## config.mk

```make
export PLATFORM = sky130hd
export DESIGN_NAME = hazard_ctrl
export DESIGN_NICKNAME = d
export VERILOG_FILES = /design/src/rtl/hazard_ctrl.sv
export SDC_FILE = /design/constraint.sdc
export NUM_CORES = 1
export LEC_CHECK = 0
export BUFFER_PORTS_ARGS = -buffer_cell sky130_fd_sc_hd__buf_2
export CAP_MARGIN = 30
export CORE_ASPECT_RATIO = 1.5
export CORE_MARGIN = 4
export CORE_UTILIZATION = 24
export CTS_CLUSTER_SIZE = 30
export DETAILED_ROUTE_END_ITERATION = 12
export PLACE_DENSITY_LB_ADDON = 0.2
export SYNTH_ARGS = -nofsm -noshare
export SYNTH_HDL_FRONTEND = slang
export SYNTH_SLANG_ARGS = --single-unit
export TNS_END_PERCENT = 50
```

## constraint.sdc

```tcl
create_clock -name clk -period 4.2 [get_ports clk]
set_clock_uncertainty 0.1 [all_clocks]
set_input_delay 0.21 -clock clk [delete_from_list [all_inputs] [get_ports clk]]
set_output_delay 0.21 -clock clk [all_outputs]
set_load 0.01 [all_outputs]
```

## src/rtl/hazard_ctrl.sv

```systemverilog
// -----------------------------------------------------------------------------
// hazard_ctrl
//
// This is the pipeline hazard and redirect controller for the five-stage core.
// It watches the decode-stage source registers and the EX-side outputs of the
// ID/EX register. From these it drives the fetch and decode enables and
// flushes:
//   - A load-use hazard inserts exactly one bubble into ID/EX. PC and IF/ID
//     hold during that cycle.
//   - A control-flow redirect resolved in EX flushes IF/ID for
//     REDIRECT_BUBBLES cycles. This covers fetch latency. ID/EX is flushed
//     only in the first of those cycles.
// The outputs are combinational, so a hazard is answered in the same cycle it
// is seen.
//
// Parameters
//   REDIRECT_BUBBLES  IF/ID flush cycles per redirect (legal 1..4)
//
// Optional feature
//   HAZARD_PERF_CNT_EN  defined   : performance counters are implemented
//                       undefined : counter ports are tied to 32'd0
//
// Ports
//   clk                in  1   rising-edge clock
//   reset              in  1   asynchronous, active-high reset
//   id_rs1_addr        in  5   rs1 of the instruction in ID
//   id_rs2_addr        in  5   rs2 of the instruction in ID
//   id_uses_rs1        in  1   ID instruction reads rs1
//   id_uses_rs2        in  1   ID instruction reads rs2
//   ex_rd              in  5   rd of the instruction in EX
//   ex_mem_read        in  1   instruction in EX is a load
//   ex_redirect        in  1   EX resolved a taken control transfer
//   pc_write           out 1   PC enable
//   if_id_write        out 1   IF/ID enable
//   if_id_flush        out 1   IF/ID clear-to-bubble
//   id_ex_flush        out 1   ID/EX clear-to-bubble
//   load_stall         out 1   load-use bubble inserted this cycle
//   perf_stall_cnt     out 32  load-use stall cycle count
//   perf_redirect_cnt  out 32  redirect event count
// -----------------------------------------------------------------------------
module hazard_ctrl #(
    parameter int REDIRECT_BUBBLES = 1
) (
    input  logic        clk,
    input  logic        reset,
    input  logic [4:0]  id_rs1_addr,
    input  logic [4:0]  id_rs2_addr,
    input  logic        id_uses_rs1,
    input  logic        id_uses_rs2,
    input  logic [4:0]  ex_rd,
    input  logic        ex_mem_read,
    input  logic        ex_redirect,
    output logic        pc_write,
    output logic        if_id_write,
    output logic        if_id_flush,
    output logic        id_ex_flush,
    output logic        load_stall,
    output logic [31:0] perf_stall_cnt,
    output logic [31:0] perf_redirect_cnt
);

    typedef enum logic [0:0] {
        ST_RUN      = 1'b0,
        ST_REDIRECT = 1'b1
    } state_t;

    // The redirect cycle itself is the first flush cycle. The REDIRECT state
    // only has to cover the remaining ones.
    localparam logic [2:0] BUB_RELOAD   = 3'(REDIRECT_BUBBLES - 1);
    localparam bit         MULTI_BUBBLE = (REDIRECT_BUBBLES > 1);

    state_t     state_r;
    state_t     state_s;
    logic [2:0] bub_left_r;
    logic [2:0] bub_left_s;
    logic       lu_s;

    // Load-use detection. Register x0 never carries a dependency.
    always_comb begin
        lu_s = ex_mem_read && (ex_rd != 5'd0) &&
               ((id_uses_rs1 && (id_rs1_addr == ex_rd)) ||
                (id_uses_rs2 && (id_rs2_addr == ex_rd)));
    end

    // Output decode and next-state logic. The priority is reset, then
    // REDIRECT, then ex_redirect, then load-use.
    always_comb begin
        pc_write    = 1'b1;
        if_id_write = 1'b1;
        if_id_flush = 1'b0;
        id_ex_flush = 1'b0;
        load_stall  = 1'b0;
        state_s     = state_r;
        bub_left_s  = bub_left_r;

        if (reset) begin
            pc_write    = 1'b0;
            if_id_write = 1'b0;
            if_id_flush = 1'b1;
            id_ex_flush = 1'b1;
            state_s     = ST_RUN;
            bub_left_s  = 3'd0;
        end else begin
            case (state_r)
                ST_REDIRECT: begin
                    // EX holds only bubbles here, so new redirects and
                    // load-use matches cannot be real.
                    if_id_flush = 1'b1;
                    if (bub_left_r <= 3'd1) begin
                        state_s    = ST_RUN;
                        bub_left_s = 3'd0;
                    end else begin
                        state_s    = ST_REDIRECT;
                        bub_left_s = bub_left_r - 3'd1;
                    end
                end
                ST_RUN: begin
                    if (ex_redirect) begin
                        if_id_flush = 1'b1;
                        id_ex_flush = 1'b1;
                        if (MULTI_BUBBLE) begin
                            state_s    = ST_REDIRECT;
                            bub_left_s = BUB_RELOAD;
                        end else begin
                            state_s    = ST_RUN;
                            bub_left_s = 3'd0;
                        end
                    end else if (lu_s) begin
                        // Hold PC and IF/ID. The bubble that now enters
                        // ID/EX clears the hazard by the next cycle.
                        pc_write    = 1'b0;
                        if_id_write = 1'b0;
                        id_ex_flush = 1'b1;
                        load_stall  = 1'b1;
                    end else begin
                        pc_write    = 1'b1;
                        if_id_write = 1'b1;
                    end
                end
                default: begin
                    // An unreachable encoding recovers to a flushed RUN.
                    if_id_flush = 1'b1;
                    id_ex_flush = 1'b1;
                    state_s     = ST_RUN;
                    bub_left_s  = 3'd0;
                end
            endcase
        end
    end

    // State and bubble-counter register.
    always_ff @(posedge clk or posedge reset) begin
        if (reset) begin
            state_r    <= ST_RUN;
            bub_left_r <= 3'd0;
        end else begin
            state_r    <= state_s;
            bub_left_r <= bub_left_s;
        end
    end

`ifdef HAZARD_PERF_CNT_EN
    logic [31:0] stall_cnt_r;
    logic [31:0] redirect_cnt_r;
    logic        redir_evt_s;

    // A redirect is counted only when it is accepted, which happens in RUN.
    always_comb begin
        redir_evt_s = !reset && (state_r == ST_RUN) && ex_redirect;
    end

    // Performance counters. Both wrap modulo 2^32.
    always_ff @(posedge clk or posedge reset) begin
        if (reset) begin
            stall_cnt_r    <= 32'd0;
            redirect_cnt_r <= 32'd0;
        end else begin
            if (load_stall) begin
                stall_cnt_r <= stall_cnt_r + 32'd1;
            end else begin
                stall_cnt_r <= stall_cnt_r;
            end
            if (redir_evt_s) begin
                redirect_cnt_r <= redirect_cnt_r + 32'd1;
            end else begin
                redirect_cnt_r <= redirect_cnt_r;
            end
        end
    end

    assign perf_stall_cnt    = stall_cnt_r;
    assign perf_redirect_cnt = redirect_cnt_r;
`else
    assign perf_stall_cnt    = 32'd0;
    assign perf_redirect_cnt = 32'd0;
`endif

endmodule

```

==> results by group <==
Finish
  • Commonest non-fill, non-tap cell in the layout: conb_1
  • Ant diodes: 0
  • Most frequent cells in the layout: 64 x conb_1, 25 x buf_2, 8 x xor2_1, 5 x inv_1, 4 x dfrtp_1
  • Fin area: 837 sq um
  • Nets: 158
  • Layout cells sized above 1: 22.6%
  • FILL cells: ~400
  • Synthesis-to-finish area growth: -2.62%

Power and ir drop
  • Peak VDD IR: 0.0916 mV
  • P per Cell Area: 211 nW/um^2
  • Total power: 177 uW
  • Lkg Pwr: 0.492 nW

Place
  • Post-detailed-placement half-perimeter wirelength: around 1400 um
  • Placement Cell Area: 786 sq um
  • IO buf count: 25
  • Final GP Congestion: roughly 0.66

Worst setup path
  • Critical path's largest stage delay: ~0.54 ns
  • WP buf/inv: 4
  • CP Capture Type: primary output
  • Cells on worst reg2reg path: 6
  • R2R Setup Slk: 2.62 ns
  • CP max stage cell: dlygate4sd3_1
  • Cell depth of the worst setup path: 6
  • Top delay family on crit path: buffers and inverters
  • CP max FO: 4
  • Crit start category: input port
  • Worst EP arrival: 1.69 ns
  • Crit-path cells: dlygate4sd3_1 -> buf_2 -> nor3_1 -> inv_1 -> nor3_1 -> buf_2
  • Critical Path RT: 3.89 ns
  • Setup CP Type: in2out

Synth
  • Sequential area share after synthesis: a little under an eighth
  • Largest family of logic cells by synthesized area: buffers and inverters
  • Post-Syn Instances: 106
  • Post-Synth XOR/XNOR Area: ~10%
  • Post-synthesis adder-cell area fraction: 2.91%
  • Compound-Gate Fraction of Synth Area: 8.73%
  • Post-synthesis simple-gate area fraction: under 10%
  • Synthesized area: 860 sq um
  • Yosys warnings: 0
  • Flops & latches, synth: 4
  • Yosys cell types: 23
  • Syn_area_per_cell: 8.11 sq um
  • Multiplexer area fraction after synthesis: 0%

Global routing
  • GRT Overall Usage: 5.90%
  • Initial antenna violation count: 0
  • Remaining Overflow, GRT: 0
  • Vias in the first global route: between 400 and 500
  • First-pass GRT wire length: 2140 um
  • Largest net degree at the start of global routing: 8

Timing
  • Max Slew Vio Count: 0
  • Post-route minimum period: about 2.0 ns
  • Unrepaired setup endpoints after global routing: no
  • Tcrit/Tclk final: 47.6%
  • Worst hold margin: 0.251 ns
  • Endpoints failing hold: 0
  • Setup violators final: 0
  • Setup tns final: 0 ns
  • Fmax: 500 MHz

Clocking
  • Max Root-Sink Buffers: 2
  • CTS resizes: 0
  • TritonCTS clock tree: done
  • TritonCTS buffer count: 3
  • Postcts setup bufs: 0
  • # clock sinks: 4
  • Root Driver: clkbuf_8
  • # H-tree levels: 1
  • Clock latency on the worst-skew pair: 0.22 ns
  • Reg clk slew, reported paths: about 0.03 ns

Flow run
  • Max_cap viols: 0

Die
  • Chip width: 56.9 um
  • I/O pin total: 90
  • FP Rows: 26
  • Starting Density: 25.2%
  • Die height: slightly above 80 um
  • Core area: ~3400 sq um
  • Die ar.: approximately 4600 sq um

Min path
  • Worst hold-check path type: in2reg
  • Hold depth: 4

Drt
  • Avg Vias per Cell: 3.26
  • Drt wl/cell: 8.74 um
  • # DRC: 0
  • TritonRoute pass-1 iters: 3
  • Vias post-DR: 570
  • Post-route ant nets: 0
  • Final WL: around 1500 um
  • Starting DRT DRC Count: 2

Run status
  • Status: complete, no violations
==> synthesized netlist by cell type, drive strengths merged <==
master  count  share of area, %
o211ai      1              0.87
o21ba       1               1.2
o41a        1               1.3
o311ai      1               1.0
buf        65                57
a21o        1              0.87
o22ai       1              0.73
nor4        2               2.2
nor4b       1               1.0
xor2        8               8.2
nand2       1              0.44
inv         5               2.2
dfrtp       4                12
and2        1              0.73
xnor2       2               2.0
nor3        2               1.2
conb        1              0.44
nand2b      1              0.73
or4         1              0.87
a32oi       1               1.0
ha          2               2.9
o21ai       3               1.7
==> worst paths after layout <==
check,startpoint,end
worst max register to register,bub_left_r[1]$_DFFE_PP0P_,bub_left_r[2]$_DFFE_PP0P_
worst min-delay path,ex_redirect,bub_left_r[0]$_DFFE_PP0P_
worst min register to register,bub_left_r[2]$_DFFE_PP0P_,bub_left_r[2]$_DFFE_PP0P_
min in group asynchronous,reset,bub_left_r[2]$_DFFE_PP0P_
worst max-delay path,reset,load_stall
max in group asynchronous,reset,state_r$_DFF_PP0_
==> per-stage QoR <==
stage	setup slack, ns	utilization (%)	instances
after floorplan	2.53	-	169
after global placement	2.34	23.0	171
after detailed placement	2.33	23.0	171
after CTS	2.20	24.5	175
after global routing	2.03	24.5	175
final	2.20	24.5	175
==> state kept, by name (all words and copies together), names as in the netlist <==
register,count
bub_left_r,3
state_r,1
==> logic make-up after synthesis <==
family,Yosys count
buf+inv,70
other cells,1
fa+ha+maj,2
flops,4
compound gates,10
simple gates,9
xor+xnor,10
==> repair_timing <==
item,4_1_cts,5_1_grt
endpoints found under the hold margin,4,0
hold buffers,1,0
setup endpoints to repair,0,0
==> layout make-up <==
class	instances	area (sq um)	share of cell area [%]
repair buffers	26	135	16.1
flip-flops and latches	4	100	12.0
well taps	42	52.6	6.28
inverters	5	18.8	2.24
clock buffers	3	41.3	4.93
multi-input cells	95	489	58.4
==> power breakdown <==
group          switching (mW)  internal, mW  total, mW
clock network          0.0197        0.0611     0.0807
registers                   0        0.0388     0.0388
logic                  0.0419        0.0154     0.0574
==> layer usage <==
metal,GRT usage (%),vias to the layer above,share of wire [%]
li1,-,268,-
met1,5.56,239,29
met2,10.8,58,49
met3,2.23,5,19
met4,3.48,0,2.0
met5,0,-,0
==> worst min-delay path: cells and delay by family <==
family                 cells  cell delay, ns
AND/OR/NAND/NOR            2            0.13
buffers and inverters      1            0.11
AO/OA/AOI/OAI              1            0.07
No activity file was read; power rests on OpenSTA's default activity.
